[src/rtl/uart_rx_monitor_if.sv]
// ---------------------------------------------------------------------------
// uart_rx_monitor_if
//   Bundles the serial line, the FIFO read side and the status flags of the
//   UART receive monitor.
//
//   rxd         serial input, idle high, asynchronous to the clock
//   rd_en       pop request for the FIFO head
//   clr_err     synchronous clear of the sticky flags
//   rd_data     FIFO head byte, valid while empty=0
//   empty/full  FIFO occupancy flags
//   count       number of stored bytes
//   frame_err   one-cycle pulse per framing error
//   overrun     sticky: good byte dropped because the FIFO was full
//   false_start sticky: start bit rejected at its mid-point
//
//   master: the side that drives the line and reads the FIFO
//   slave : the receiver itself
// ---------------------------------------------------------------------------
interface uart_rx_monitor_if #(
    parameter int FIFO_DEPTH = 16
);
    localparam int CNT_W = $clog2(FIFO_DEPTH) + 1;

    logic             rxd;
    logic             rd_en;
    logic             clr_err;
    logic [7:0]       rd_data;
    logic             empty;
    logic             full;
    logic [CNT_W-1:0] count;
    logic             frame_err;
    logic             overrun;
    logic             false_start;

    modport master (
        output rxd, rd_en, clr_err,
        input  rd_data, empty, full, count, frame_err, overrun, false_start
    );

    modport slave (
        input  rxd, rd_en, clr_err,
        output rd_data, empty, full, count, frame_err, overrun, false_start
    );
endinterface

[src/rtl/uart_rx_monitor.sv]
// ---------------------------------------------------------------------------
// uart_rx_monitor
//   8N1 UART receiver that decodes the serial stream and stores received
//   bytes in a first-word-fall-through FIFO. Flags false starts, framing
//   errors and FIFO overrun.
//
//   CLOCK_50  system clock, all logic on its rising edge
//   reset_n   asynchronous, active-low reset
//   bus       uart_rx_monitor_if.slave (line input, FIFO read side, flags)
//
//   CLKS_PER_BIT must be at least 8; FIFO_DEPTH must be a power of two, >= 2.
// ---------------------------------------------------------------------------
module uart_rx_monitor #(
    parameter int CLK_FREQ_HZ  = 50000000,
    parameter int BAUD         = 115200,
    parameter int CLKS_PER_BIT = CLK_FREQ_HZ / BAUD,
    parameter int FIFO_DEPTH   = 16
) (
    input  logic              CLOCK_50,
    input  logic              reset_n,
    uart_rx_monitor_if.slave  bus
);

    localparam int PTR_W = $clog2(FIFO_DEPTH);
    localparam int CNT_W = PTR_W + 1;
    localparam int TMR_W = $clog2(CLKS_PER_BIT);

    localparam logic [TMR_W-1:0] HALF_T = TMR_W'(CLKS_PER_BIT / 2 - 1);
    localparam logic [TMR_W-1:0] LAST_T = TMR_W'(CLKS_PER_BIT - 1);
    localparam logic [CNT_W-1:0] FULL_C = CNT_W'(FIFO_DEPTH);

    typedef enum logic [2:0] {
        IDLE,
        START,
        DATA,
        STOP,
        BREAK
    } state_t;

    state_t           state, state_nxt;
    logic [TMR_W-1:0] timer, timer_nxt;
    logic [2:0]       bit_idx, bit_nxt;
    logic [7:0]       shreg, shreg_nxt;
    logic             push, fe_set, fs_set;

    // Line synchronizer: rx_p1 is the synchronized line, rx_p2 its previous
    // value for edge detection.
    logic rx_p0, rx_p1, rx_p2;
    // The sync flops come out of reset at 1, so their first samples are not
    // real line values. vld_pN tracks which stages hold genuine samples; a
    // line already low at reset release is then not mistaken for a start edge.
    logic vld_p0, vld_p1, vld_p2;
    logic rxs, fall;

    logic [7:0]       mem [FIFO_DEPTH];
    logic [PTR_W-1:0] wr_ptr, rd_ptr;
    logic [CNT_W-1:0] cnt;
    logic             empty_i, full_i, pop_ok, push_ok;

    logic frame_err_q, overrun_q, false_start_q;

    assign rxs  = rx_p1;
    assign fall = vld_p2 & rx_p2 & ~rxs;

    // ---- stage: synchronizer ----
    always_ff @(posedge CLOCK_50 or negedge reset_n) begin
        if (!reset_n) begin
            rx_p0  <= 1'b1;
            rx_p1  <= 1'b1;
            rx_p2  <= 1'b1;
            vld_p0 <= 1'b0;
            vld_p1 <= 1'b0;
            vld_p2 <= 1'b0;
        end else begin
            rx_p0  <= bus.rxd;
            rx_p1  <= rx_p0;
            rx_p2  <= rx_p1;
            vld_p0 <= 1'b1;
            vld_p1 <= vld_p0;
            vld_p2 <= vld_p1;
        end
    end

    // ---- stage: frame FSM ----
    always_ff @(posedge CLOCK_50 or negedge reset_n) begin
        if (!reset_n) begin
            state   <= IDLE;
            timer   <= '0;
            bit_idx <= '0;
        end else begin
            state   <= state_nxt;
            timer   <= timer_nxt;
            bit_idx <= bit_nxt;
        end
    end

    // Shift register is pure data; its contents only matter once 8 bits
    // have been sampled, so it carries no reset.
    always_ff @(posedge CLOCK_50) begin
        shreg <= shreg_nxt;
    end

    always_comb begin
        state_nxt = state;
        timer_nxt = timer + 1'b1;
        bit_nxt   = bit_idx;
        shreg_nxt = shreg;
        push      = 1'b0;
        fe_set    = 1'b0;
        fs_set    = 1'b0;
        unique case (state)
            IDLE: begin
                timer_nxt = '0;
                if (fall) begin
                    state_nxt = START;
                end
            end
            START: begin
                // Mid-point of the start bit: a line already back high was
                // a glitch, not a frame.
                if (timer == HALF_T) begin
                    timer_nxt = '0;
                    if (!rxs) begin
                        state_nxt = DATA;
                        bit_nxt   = '0;
                    end else begin
                        fs_set    = 1'b1;
                        state_nxt = IDLE;
                    end
                end
            end
            DATA: begin
                if (timer == LAST_T) begin
                    timer_nxt = '0;
                    shreg_nxt = {rxs, shreg[7:1]};
                    bit_nxt   = bit_idx + 3'd1;
                    if (bit_idx == 3'd7) begin
                        state_nxt = STOP;
                    end
                end
            end
            STOP: begin
                if (timer == LAST_T) begin
                    timer_nxt = '0;
                    if (rxs) begin
                        push      = 1'b1;
                        state_nxt = IDLE;
                    end else begin
                        fe_set    = 1'b1;
                        state_nxt = BREAK;
                    end
                end
            end
            BREAK: begin
                // Held-low line: wait for idle so one break gives one error.
                timer_nxt = '0;
                if (rxs) begin
                    state_nxt = IDLE;
                end
            end
            default: begin
                timer_nxt = '0;
                state_nxt = IDLE;
            end
        endcase
    end

    // ---- stage: FIFO ----
    assign empty_i = (cnt == '0);
    assign full_i  = (cnt == FULL_C);
    assign pop_ok  = bus.rd_en & ~empty_i;
    // Fullness is judged before this cycle's pop; a coincident pop frees the
    // slot the push lands in.
    assign push_ok = push & (~full_i | pop_ok);

    always_ff @(posedge CLOCK_50) begin
        if (push_ok) begin
            mem[wr_ptr] <= shreg;
        end
    end

    always_ff @(posedge CLOCK_50 or negedge reset_n) begin
        if (!reset_n) begin
            wr_ptr <= '0;
            rd_ptr <= '0;
            cnt    <= '0;
        end else begin
            if (push_ok) begin
                wr_ptr <= wr_ptr + 1'b1;
            end
            if (pop_ok) begin
                rd_ptr <= rd_ptr + 1'b1;
            end
            unique case ({push_ok, pop_ok})
                2'b10:   cnt <= cnt + 1'b1;
                2'b01:   cnt <= cnt - 1'b1;
                default: cnt <= cnt;
            endcase
        end
    end

    // ---- stage: status flags ----
    always_ff @(posedge CLOCK_50 or negedge reset_n) begin
        if (!reset_n) begin
            frame_err_q   <= 1'b0;
            overrun_q     <= 1'b0;
            false_start_q <= 1'b0;
        end else begin
            frame_err_q <= fe_set;
            // A set in the same cycle as clr_err wins.
            if (push & ~push_ok) begin
                overrun_q <= 1'b1;
            end else if (bus.clr_err) begin
                overrun_q <= 1'b0;
            end
            if (fs_set) begin
                false_start_q <= 1'b1;
            end else if (bus.clr_err) begin
                false_start_q <= 1'b0;
            end
        end
    end

    // Head is masked while empty so the output reads 0 out of reset even
    // though the storage itself is never reset.
    assign bus.rd_data     = empty_i ? 8'h00 : mem[rd_ptr];
    assign bus.empty       = empty_i;
    assign bus.full        = full_i;
    assign bus.count       = cnt;
    assign bus.frame_err   = frame_err_q;
    assign bus.overrun     = overrun_q;
    assign bus.false_start = false_start_q;

endmodule

[src/flat_wrapper.sv]
// flat-port wrapper written by rule: the top's interface ports become plain ports
module uart_rx_monitor_flat 
#(
    parameter int CLK_FREQ_HZ  = 50000000,
    parameter int BAUD         = 115200,
    parameter int CLKS_PER_BIT = CLK_FREQ_HZ / BAUD,
    parameter int FIFO_DEPTH   = 16
)
  (CLOCK_50, reset_n, bus_rxd, bus_rd_en, bus_clr_err, bus_rd_data, bus_empty, bus_full, bus_count, bus_frame_err, bus_overrun, bus_false_start);
  uart_rx_monitor_if #(.FIFO_DEPTH(FIFO_DEPTH)) bus_i ();
  input  logic CLOCK_50;
  input  logic reset_n;
  input wire logic [$bits(bus_i.rxd)-1:0] bus_rxd;
  input wire logic [$bits(bus_i.rd_en)-1:0] bus_rd_en;
  input wire logic [$bits(bus_i.clr_err)-1:0] bus_clr_err;
  output wire logic [$bits(bus_i.rd_data)-1:0] bus_rd_data;
  output wire logic [$bits(bus_i.empty)-1:0] bus_empty;
  output wire logic [$bits(bus_i.full)-1:0] bus_full;
  output wire logic [$bits(bus_i.count)-1:0] bus_count;
  output wire logic [$bits(bus_i.frame_err)-1:0] bus_frame_err;
  output wire logic [$bits(bus_i.overrun)-1:0] bus_overrun;
  output wire logic [$bits(bus_i.false_start)-1:0] bus_false_start;
  assign bus_i.rxd = bus_rxd;
  assign bus_i.rd_en = bus_rd_en;
  assign bus_i.clr_err = bus_clr_err;
  assign bus_rd_data = bus_i.rd_data;
  assign bus_empty = bus_i.empty;
  assign bus_full = bus_i.full;
  assign bus_count = bus_i.count;
  assign bus_frame_err = bus_i.frame_err;
  assign bus_overrun = bus_i.overrun;
  assign bus_false_start = bus_i.false_start;
  uart_rx_monitor #(.CLK_FREQ_HZ(CLK_FREQ_HZ), .BAUD(BAUD), .CLKS_PER_BIT(CLKS_PER_BIT), .FIFO_DEPTH(FIFO_DEPTH)) u_core (.CLOCK_50(CLOCK_50), .reset_n(reset_n), .bus(bus_i));
endmodule
[config.mk]
export PLATFORM = sky130hd
export DESIGN_NAME = uart_rx_monitor_flat
export DESIGN_NICKNAME = d
export VERILOG_FILES = /design/src/rtl/uart_rx_monitor_if.sv /design/src/rtl/uart_rx_monitor.sv /design/src/flat_wrapper.sv
export SDC_FILE = /design/constraint.sdc
export NUM_CORES = 1
export LEC_CHECK = 0
export ABC_AREA = 1
export CAP_MARGIN = 20
export CORE_ASPECT_RATIO = 0.7
export CORE_MARGIN = 4
export CORE_UTILIZATION = 45
export CTS_CLUSTER_DIAMETER = 150
export DETAILED_ROUTE_END_ITERATION = 7
export SLEW_MARGIN = 20
export SYNTH_ARGS = -nofsm -noshare
export SYNTH_HDL_FRONTEND = slang
export SYNTH_SLANG_ARGS = --single-unit
[constraint.sdc]
create_clock -name CLOCK_50 -period 4.3 [get_ports CLOCK_50]
set_input_delay 0.43 -clock CLOCK_50 [delete_from_list [all_inputs] [get_ports CLOCK_50]]
set_output_delay 0.43 -clock CLOCK_50 [all_outputs]
set_load 0.02 [all_outputs]
==> metrics.yaml, run 1 <==
synth_top_family_by_area: "simple AND/OR/NAND/NOR gates"
fin_nets: 732
hold_viol_final: 0
ant_nets: 0
grt_max_degree: 48
clockRootBuffer: "clkbuf_16"
postSynthAreaPerCell_um2: 10.8
cts_tree: "done"
final-max-slew-violation-count: 0
cts_resized: 0
power_frac_comb_pct: 32.6
gp_congestion: 0.888
coreArea_um2: 16300
synth_fa_ha_area_share_pct: 2.34
clkTransAtPathRegs_ns: 0.07
seqPwrFrac_pct: 38.0
num_antenna_cells: 0
path_max_fanout: 47
avgRoutedWirePerCell_um: 17.5
fin_crit_sh_pct: 78.4
nFillCells: 1455
min_path_type: "input port to async pin"
end_kind: "output pin"
drtIter0Drc: 478
arrival_ns: 2.94
final_cell_mix: "nand2_1 (232), edfxtp_1 (136), nand3_1 (114)"
overflow: 0
switchingPower_w: 0.00188
post-cts-setup-buffer-count: 0
rows: 39
crit_type: "flip-flop to output pin"
setup_tns_ns: 0
crit_path_start_kind: "flip-flop"
cp.required_ns: 3.87
cts_buffer_depth: 2
start_util_pct: 45.9
syn_nets: 712
finalPower_w: 0.00526
tightest_slew_ns: 0.928
pwr_density_cell_nw_per_um2: 618
dp_hpwl_um: 10800
grtUsageTotal_pct: 18.8
fin_hold_ws_ns: 0.117
clock-skew-final_ns: 0.0110
clock.fmax_mhz: 297
antenna_found_initial: 0
p_sw_share_pct: 35.8
status: "complete, no violations"
die_h_um: 116
grt_pass1_wl_um: 26900
ctsHoldBuffers: 0
synth_compound_area_share_pct: 1.51
io_pins: 23
internal_power_w: 0.00337
rsz0062_at_grt: "false"
syn_area_um2: 7480
ys_seq_area_share_pct: 67.1
cts_buffers: 17
dieArea_um2: 18800
htreeDepth: 4
slew_headroom_pct: 37.9
drv_cap: 0
clock_latency_ns: 0.42
yosys_warnings: 0
vias_per_cell: 5.29
grt_pass1_vias: 4748
synth_seq_cells: 173
synthCells: 693
yosys.area_share.simple_pct: 24.2
multiInputGateArea_um2: 2190
synth_cell_types: 33
vias: 5029
first_pass_iters: 4
syn_to_final_growth_pct: 13.8
fin_crit_ns: 3.37
portBuffers: 22
irDropWorstVdd_mv: 0.257
die_w_um: 162
synth_xor_area_share_pct: 1.17
final_common_cell: "nand2_1"
numClockSinks: 173
p_leak_nw: 3.32
seq_area_um2: 5010
drt-total-wl_um: 16600
synth_mux_area_share_pct: 0
final_layout_size_suffix_gt1_share_pct: 8.68
drc: 0
setup_viol: 0
clockPowerShare_pct: 29.4
## routing by layer
| metal | wire length (µm) | global-route usage [%] | vias up |
|---|---|---|---|
| met5 | 0 | 0 | - |
| met4 | 206 | 5.24 | 0 |
| met3 | 935 | 4.27 | 19 |
| met2 | 7550 | 28.4 | 142 |
| met1 | 7920 | 27.7 | 2475 |
| li1 | - | - | 2393 |
## power groups by stage
stage | logic (W) | clock network (W) | registers, W
after CTS | 0.00169 | 0.00156 | 0.00200
after floorplan | 0.00121 | 0 | 0.00197
after global routing | 0.00190 | 0.00164 | 0.00202
after global placement | 0.00167 | 0 | 0.00203
final | 0.00171 | 0.00154 | 0.00200
after detailed placement | 0.00168 | 0 | 0.00203
## final cells by class
cell class              instances  share of cell area [%]
inverters                      37                    1.63
multi-input cells             457                    25.7
clock buffers                  23                    6.37
repair buffers                 27                    3.21
well taps                     225                    3.31
clock inverters                 9                   0.780
flip-flops and latches        173                    59.0
## stage by stage
step           instance area, µm²  instances  setup slack [ns]  util, %
2_1_floorplan                7480        693              1.84        -
3_3_place_gp                 7870        918              1.42     48.3
3_5_place_dp                 7870        918              1.37     48.3
4_1_cts                      8480        950             0.905     52.0
5_1_grt                      8500        951             0.700     52.2
6_report                     8500        951             0.928     52.2
## final timing paths
kind                                        from                   to  slack, ns  cells past startpoint
max in group asynchronous                reset_n     u_core.rd_ptr[0]       3.57                      1
worst min-delay path                     reset_n      u_core.timer[2]       0.12                      1
worst max-delay path            u_core.rd_ptr[0]       bus_rd_data[1]       0.93                      9
min in group CLOCK_50              u_core.vld_p1        u_core.vld_p2       0.35                      0
worst min register to register     u_core.vld_p1        u_core.vld_p2       0.35                      0
worst max register to register   u_core.timer[1]  u_core.bus.count[4]       1.63                     18
## state kept, by name, indices dropped and copies added, names as in the netlist, 3 cells and up
name and cells:
u_core.timer 9, u_core.mem 128, u_core.rd_ptr 4, u_core.bus.count 5, u_core.state 3, u_core.wr_ptr 4, u_core.shreg 8, u_core.bit_idx 3
## cells in the mapped netlist
cell	n	area share, %
ha_1	14	2.3
nor2_1	38	1.9
a21boi_0	1	0.10
xor2_1	7	0.82
conb_1	1	0.050
buf_6	1	0.15
nor3_4	1	0.22
clkinv_1	2	0.10
nor3_2	3	0.40
clkbuf_1	5	0.25
nand2_2	5	0.42
nor3_1	3	0.20
nand4_1	5	0.42
buf_2	18	1.2
inv_1	32	1.6
dfrtp_1	34	11
xnor2_1	3	0.35
nor3b_1	1	0.10
o22ai_1	1	0.084
nor2_8	1	0.27
buf_4	2	0.20
edfxtp_1	136	55
nand3_1	114	7.6
nand2_1	232	12
o21ai_0	8	0.54
a31oi_1	1	0.084
o21bai_1	1	0.10
dfstp_2	3	1.1
nor2_2	2	0.17
nor2_4	1	0.15
a21oi_1	9	0.60
nand3_2	5	0.67
inv_2	3	0.15
## cell families (layout without fill, tap and decap cells)
| group | count (synthesis) | count (layout) |
|---|---|---|
| AO/OA/AOI/OAI | 21 | 21 |
| XOR/XNOR | 10 | 10 |
| other | 1 | 1 |
| AND/OR/NAND/NOR | 411 | 411 |
| adder cells (fa/ha/maj) | 14 | 14 |
| flip-flops | 173 | 173 |
| buffers and inverters | 63 | 96 |
## worst max-delay path, stage by stage, from the launching register on
cell             delay (ns)
dfrtp_2                0.62
clkinv_1               0.14
buf_4                  0.41
nand2_1                0.15
nand3_1                0.12
nand3_1                0.09
nand2_1                0.09
nand2_1                0.05
a21oi_1                0.17
clkdlybuf4s50_1        0.64
No activity file was read; power rests on OpenSTA's default activity.
==> run 2, diff against run 1 <==
==> constraint.sdc (replaced) <==
create_clock -name CLOCK_50 -period 3.45 [get_ports CLOCK_50]
set_input_delay 0.345 -clock CLOCK_50 [delete_from_list [all_inputs] [get_ports CLOCK_50]]
set_output_delay 0.345 -clock CLOCK_50 [all_outputs]
set_load 0.02 [all_outputs]
==> run 2 against run 1 <==
Compared with the run above:
- sequential share of layout area is 0.10 points higher
- setup slack worse by 0.64 ns
- first-iteration DRC count rose by 7.5%
- power up 25%
==> metrics.yaml, run 2 (synthesis gave the netlist of run 1 again) <==
cts_buffer_depth: 2  # unchanged
rr_worst_depth: 18  # unchanged
nFillCells: 1437  # -1.2%
drt-total-wl_um: 16400  # -1.1%
cts_resized: 0  # unchanged
clock.fmax_mhz: 317
num_antenna_cells: 0  # unchanged
grtUsageTotal_pct: 18.7  # -0.14 points
ctsHoldBuffers: 0  # unchanged
io_pins: 23  # unchanged
finalPower_w: 0.00657  # +25%
seq_area_um2: 5010  # unchanged
arrival_ns: 2.81  # -0.13 ns
largest_reg_flops: 128  # unchanged
endpoint: "bus_rd_data[2]"
final_layout_size_suffix_gt1_share_pct: 8.80  # +0.13 points
grt_pass1_vias: 4790  # +0.88%
grt_pass1_wl_um: 26600  # -1.4%
reg2reg_slack_ns: 0.80  # -0.83 ns
clkTransAtPathRegs_ns: 0.07  # about the same
critPathMostFrequentCell: "nand2_1"
clock-skew-final_ns: 0.00977  # -0.00120 ns
r2r_start: "u_core.timer[1]"
rsz0062_at_grt: "false"
fin_nets: 733  # +0.14%
clockRootBuffer: "clkbuf_16"
die_h_um: 116  # unchanged
pwr_density_cell_nw_per_um2: 774  # +25%
dp_hpwl_um: 10300  # -4.7%
coreArea_um2: 16300  # unchanged
gp_congestion: 0.831  # -6.4%
drv_cap: 0  # unchanged
portBuffers: 22  # unchanged
timing.final.ws_setup_ns: 0.291  # -0.637 ns
end_kind: "output pin"
overflow: 0  # unchanged
cp.required_ns: 3.11  # -0.76 ns
crit_type: "flip-flop to output pin"
die_w_um: 162  # unchanged
fin_crit_ns: 3.16
start_util_pct: 45.9  # unchanged
setup_viol: 0  # unchanged
startpoint: "u_core.rd_ptr[0]"
tightest_slew_ns: 0.997  # +0.0689 ns
fin_crit_sh_pct: 91.6
cts_buffers: 17  # unchanged
slew_headroom_pct: 33.3  # -4.6 points
final_common_cell: "nand2_1"
path_cells: "buf_4, nand2_1, nand3_1, nand3_1, nand2_1, nand2_1, a21oi_1, clkdlybuf4s50_1"
grt_max_degree: 67  # +40%
status: "complete, no violations"
multiInputGateArea_um2: 2190  # unchanged
slowest_stage: "clkdlybuf4s50_1"
htreeDepth: 4  # unchanged
avgRoutedWirePerCell_um: 17.3  # -1.2%
rows: 39  # unchanged
first_pass_iters: 6  # +2
final-max-slew-violation-count: 0  # unchanged
antenna_found_initial: 0  # unchanged
vias_per_cell: 5.24  # -0.92%
clock_latency_ns: 0.43  # about the same
hold_viol_final: 0  # unchanged
path_max_fanout: 66  # +40%
min_path_type: "input port to async pin"
post-cts-setup-buffer-count: 0  # unchanged
cpPeakStageDelay_ns: 0.66  # +0.02 ns
max_flop_register: "u_core.mem"
drc: 0  # unchanged
top_regs: "u_core.mem (128), u_core.timer (9), u_core.shreg (8)"
irDropWorstVdd_mv: 0.387  # +50%
dp_slack_ns: 0.723  # -0.642 ns
p_leak_nw: 3.31  # -0.16%
drtIter0Drc: 514  # +7.5%
reg2reg_to: "u_core.bus.count[4]"
final_cell_mix: "nand2_1 (232), edfxtp_1 (136), nand3_1 (114)"
vias: 4988  # -0.82%
setup_tns_ns: 0  # unchanged
crit_path_start_kind: "flip-flop"
ant_nets: 0  # unchanged
dieArea_um2: 18800  # unchanged
syn_to_final_growth_pct: 13.6
numClockSinks: 173  # unchanged
cts_tree: "done"
run 2: worst max-delay path: cells and delay by family, from the launching register on:
family	cells	cell delay [ns]
buffers and inverters	2	1.23
AOI/OAI and AO/OA	1	0.27
and+or+nand+nor	5	0.52
DFF	1	0.36
run 2: final cells by class:
cell class	instances	share of cell area (%)
multi-input combinational	457	25.8
sequential	173	59.1
timing repair buffer	28	3.07
clock inverter	11	1.08
clock buffer	21	6.06
tap	225	3.32
inverter	37	1.64
run 2: where the power goes:
group	switching (W)	internal, W
registers	0.000113	0.00231
clock network	0.000834	0.00109
logic	0.00147	0.000765
run 2: metrics by stage:
stage / std cells / hold slack, ns / utilization, % / area [µm²]
after floorplan: 693 / 0.0494 / - / 7480
after CTS: 952 / 0.0430 / 52.1 / 8490
after global routing: 952 / 0.0831 / 52.1 / 8490
final: 952 / 0.0295 / 52.1 / 8490
after detailed placement: 920 / 0.342 / 48.4 / 7880
after global placement: 920 / 0.336 / 48.4 / 7880
run 2: worst min path at each step:
stage	start	to	slack [ns]	cells past startpoint
after floorplan	reset_n	u_core.bit_idx[0]	0.05	0
after global placement	u_core.vld_p1	u_core.vld_p2	0.34	0
after detailed placement	u_core.vld_p0	u_core.vld_p1	0.34	0
after CTS	reset_n	u_core.timer[2]	0.04	1
after global routing	reset_n	u_core.timer[4]	0.08	1
final	reset_n	u_core.timer[0]	0.03	1
run 2: routing by layer:
layer	part of all wire, %	GRT usage (%)	vias to the layer above
li1	-	-	2394
met1	48	26.7	2430
met2	45	28.2	144
met3	5.8	4.59	20
met4	1.8	6.42	0
met5	0	0	-
==> run 3, diff against run 2 <==
--- a/config.mk
+++ b/config.mk
@@ -12,6 +12,7 @@
 export CORE_UTILIZATION = 45
 export CTS_CLUSTER_DIAMETER = 150
 export DETAILED_ROUTE_END_ITERATION = 7
+export PLACE_DENSITY_LB_ADDON = 0.1
 export SLEW_MARGIN = 20
 export SYNTH_ARGS = -nofsm -noshare
 export SYNTH_HDL_FRONTEND = slang
==> run 3 against run 2 <==
Compared with the run above:
- largest power group unchanged
- sequential power rose by 2%
- critical path depth rose by 1
- design area rose by 1.0%
- wire length rose by 3.9%
- utilization rose by 0.54 points
- non-clock buffer count fell by 1
- global-route usage rose by 0.66 points
- sequential share of layout area fell by 0.60 points
- clock power rose by 15%
==> metrics.yaml, run 3 (synthesis gave the netlist of run 1 again) <==
ctsHoldBuffers: 0  # unchanged
path_max_fanout: 65  # -1.5%
hold_viol_final: 0  # unchanged
antenna_found_initial: 0  # unchanged
final_common_cell: "nand2_1"
tightest_slew_ns: 0.945  # -0.0522 ns
die_h_um: 116  # unchanged
portBuffers: 22  # unchanged
final-max-slew-violation-count: 0  # unchanged
final_cell_mix: "nand2_1 (232), edfxtp_1 (136), nand3_1 (114)"
layout.cells.non_filler: 951  # -0.11%
grt_max_degree: 66  # -1.5%
ant_nets: 0  # unchanged
slew_headroom_pct: 36.8  # +3.5 points
dieArea_um2: 18800  # unchanged
max_flop_register: "u_core.mem"
post-route-cell-area_um2: 8580  # +1.0%
die_w_um: 162  # unchanged
crit_path_start_kind: "flip-flop"
cts_buffer_depth: 2  # unchanged
min_path_type: "input port to async pin"
cts_resized: 0  # unchanged
clock.fmax_mhz: 316  # -0.14%
fin_crit_ns: 3.16  # +0.00447 ns
gp_congestion: 0.859  # +3.4%
final_layout_size_suffix_gt1_share_pct: 8.26  # -0.54 points
dp_hpwl_um: 10900  # +5.5%
arrival_ns: 2.82  # about the same
drv_cap: 0  # unchanged
vias_per_cell: 5.19  # -0.88%
grtUsageTotal_pct: 19.4  # +0.66 points
dp_slack_ns: 0.770  # +0.0463 ns
rows: 39  # unchanged
num_antenna_cells: 0  # unchanged
timing.final.ws_setup_ns: 0.287  # -0.00447 ns
grt_pass1_wl_um: 27300  # +2.7%
clockRootBuffer: "clkbuf_16"
drtIter0Drc: 506  # -1.6%
syn_to_final_growth_pct: 14.7
irDropWorstVdd_mv: 0.453  # +17%
top_regs: "u_core.mem (128), u_core.timer (9), u_core.shreg (8)"
fin_crit_sh_pct: 91.7  # +0.13 points
first_pass_iters: 5  # -1
avgRoutedWirePerCell_um: 17.9  # +4.0%
status: "complete, no violations"
critPathMostFrequentCell: "nand2_1"
start_util_pct: 45.9  # unchanged
rsz0062_at_grt: "false"
coreArea_um2: 16300  # unchanged
overflow: 0  # unchanged
cpPeakStageDelay_ns: 0.63  # -0.03 ns
setup_tns_ns: 0  # unchanged
path_cells: "inv_2, buf_12, nand2_1, nand3_1, nand3_1, nand2_1, nand2_1, a21oi_1, clkdlybuf4s50_1"
clock_latency_ns: 0.43  # about the same
clock-skew-final_ns: 0.00895  # -0.000826 ns
drt-total-wl_um: 17100  # +3.9%
io_pins: 23  # unchanged
dp_cells: 919  # -0.11%
vias: 4939  # -0.98%
placed_area_um2: 7900  # +0.22%
clkTransAtPathRegs_ns: 0.07  # about the same
slowest_stage: "clkdlybuf4s50_1"
setup_viol: 0  # unchanged
htreeDepth: 4  # unchanged
fin_hold_ws_ns: 0.0517  # +0.0222 ns
largest_reg_flops: 128  # unchanged
cp.required_ns: 3.11  # about the same
cts_buffers: 17  # unchanged
drc: 0  # unchanged
reg2reg_slack_ns: 0.81  # about the same
p_leak_nw: 3.34  # +0.85%
crit_type: "flip-flop to output pin"
post-cts-setup-buffer-count: 0  # unchanged
cts_tree: "done"
grt_pass1_vias: 4854  # +1.3%
pwr_density_cell_nw_per_um2: 802  # +3.6%
end_kind: "output pin"
fin_nets: 732  # -0.14%
numClockSinks: 173  # unchanged
[run 3: cell count changes in the layout (fill, tap and decap cells not counted), sizes merged]
cell      before  now
buf            7    6
bufinv         0    7
clkbuf        21   18
clkinv         8    7
clkinvlp       0    2
inv           40   35
[run 3: area by class of cell]
cell class,instances,area (µm²)
Clock inverter,14,246
Tap cell,225,282
Timing Repair Buffer,27,278
Multi-Input combinational cell,457,2190
Fill cell,1452,7720
Clock buffer,18,429
Inverter,37,139
Sequential cell,173,5010
[run 3: per-layer routing]
| layer | GRT usage [%] | part of all wire [%] | up-vias |
|---|---|---|---|
| met5 | 0 | 0 | - |
| met2 | 28.3 | 42 | 142 |
| met4 | 6.76 | 2.0 | 0 |
| met1 | 28.7 | 50 | 2383 |
| met3 | 4.44 | 5.7 | 27 |
| li1 | - | - | 2387 |
[run 3: power by group]
part | internal [W] | total (W) | switching (W)
sequential | 0.00231 | 0.00248 | 0.000170
clock | 0.00142 | 0.00220 | 0.000776
combinational | 0.000787 | 0.00221 | 0.00142
[run 3: final timing paths]
check,from,endpoint,cells after the start
min reg2reg,u_core.vld_p0,u_core.vld_p1,0
max reg2reg,u_core.timer[1],u_core.bus.count[4],18
max,u_core.rd_ptr[0],bus_rd_data[7],9
min in group CLOCK_50,bus_rxd,u_core.rx_p0,1
min,reset_n,u_core.timer[2],1
max in group asynchronous,reset_n,u_core.rd_ptr[0],1
[run 3: worst max-delay path: cells and delay by family, from the launching register on]
family	cells	cell delay [ns]
flops	1	0.58
buf+inv	3	1.05
compound gates	1	0.20
simple gates	5	0.52
[run 3: stage by stage]
step	power (W)	util, %
3_5_place_dp	0.00472	48.5
5_1_grt	0.00726	52.6
3_3_place_gp	0.00470	48.5
4_1_cts	0.00690	52.6
2_1_floorplan	0.00396	-
6_report	0.00688	52.6
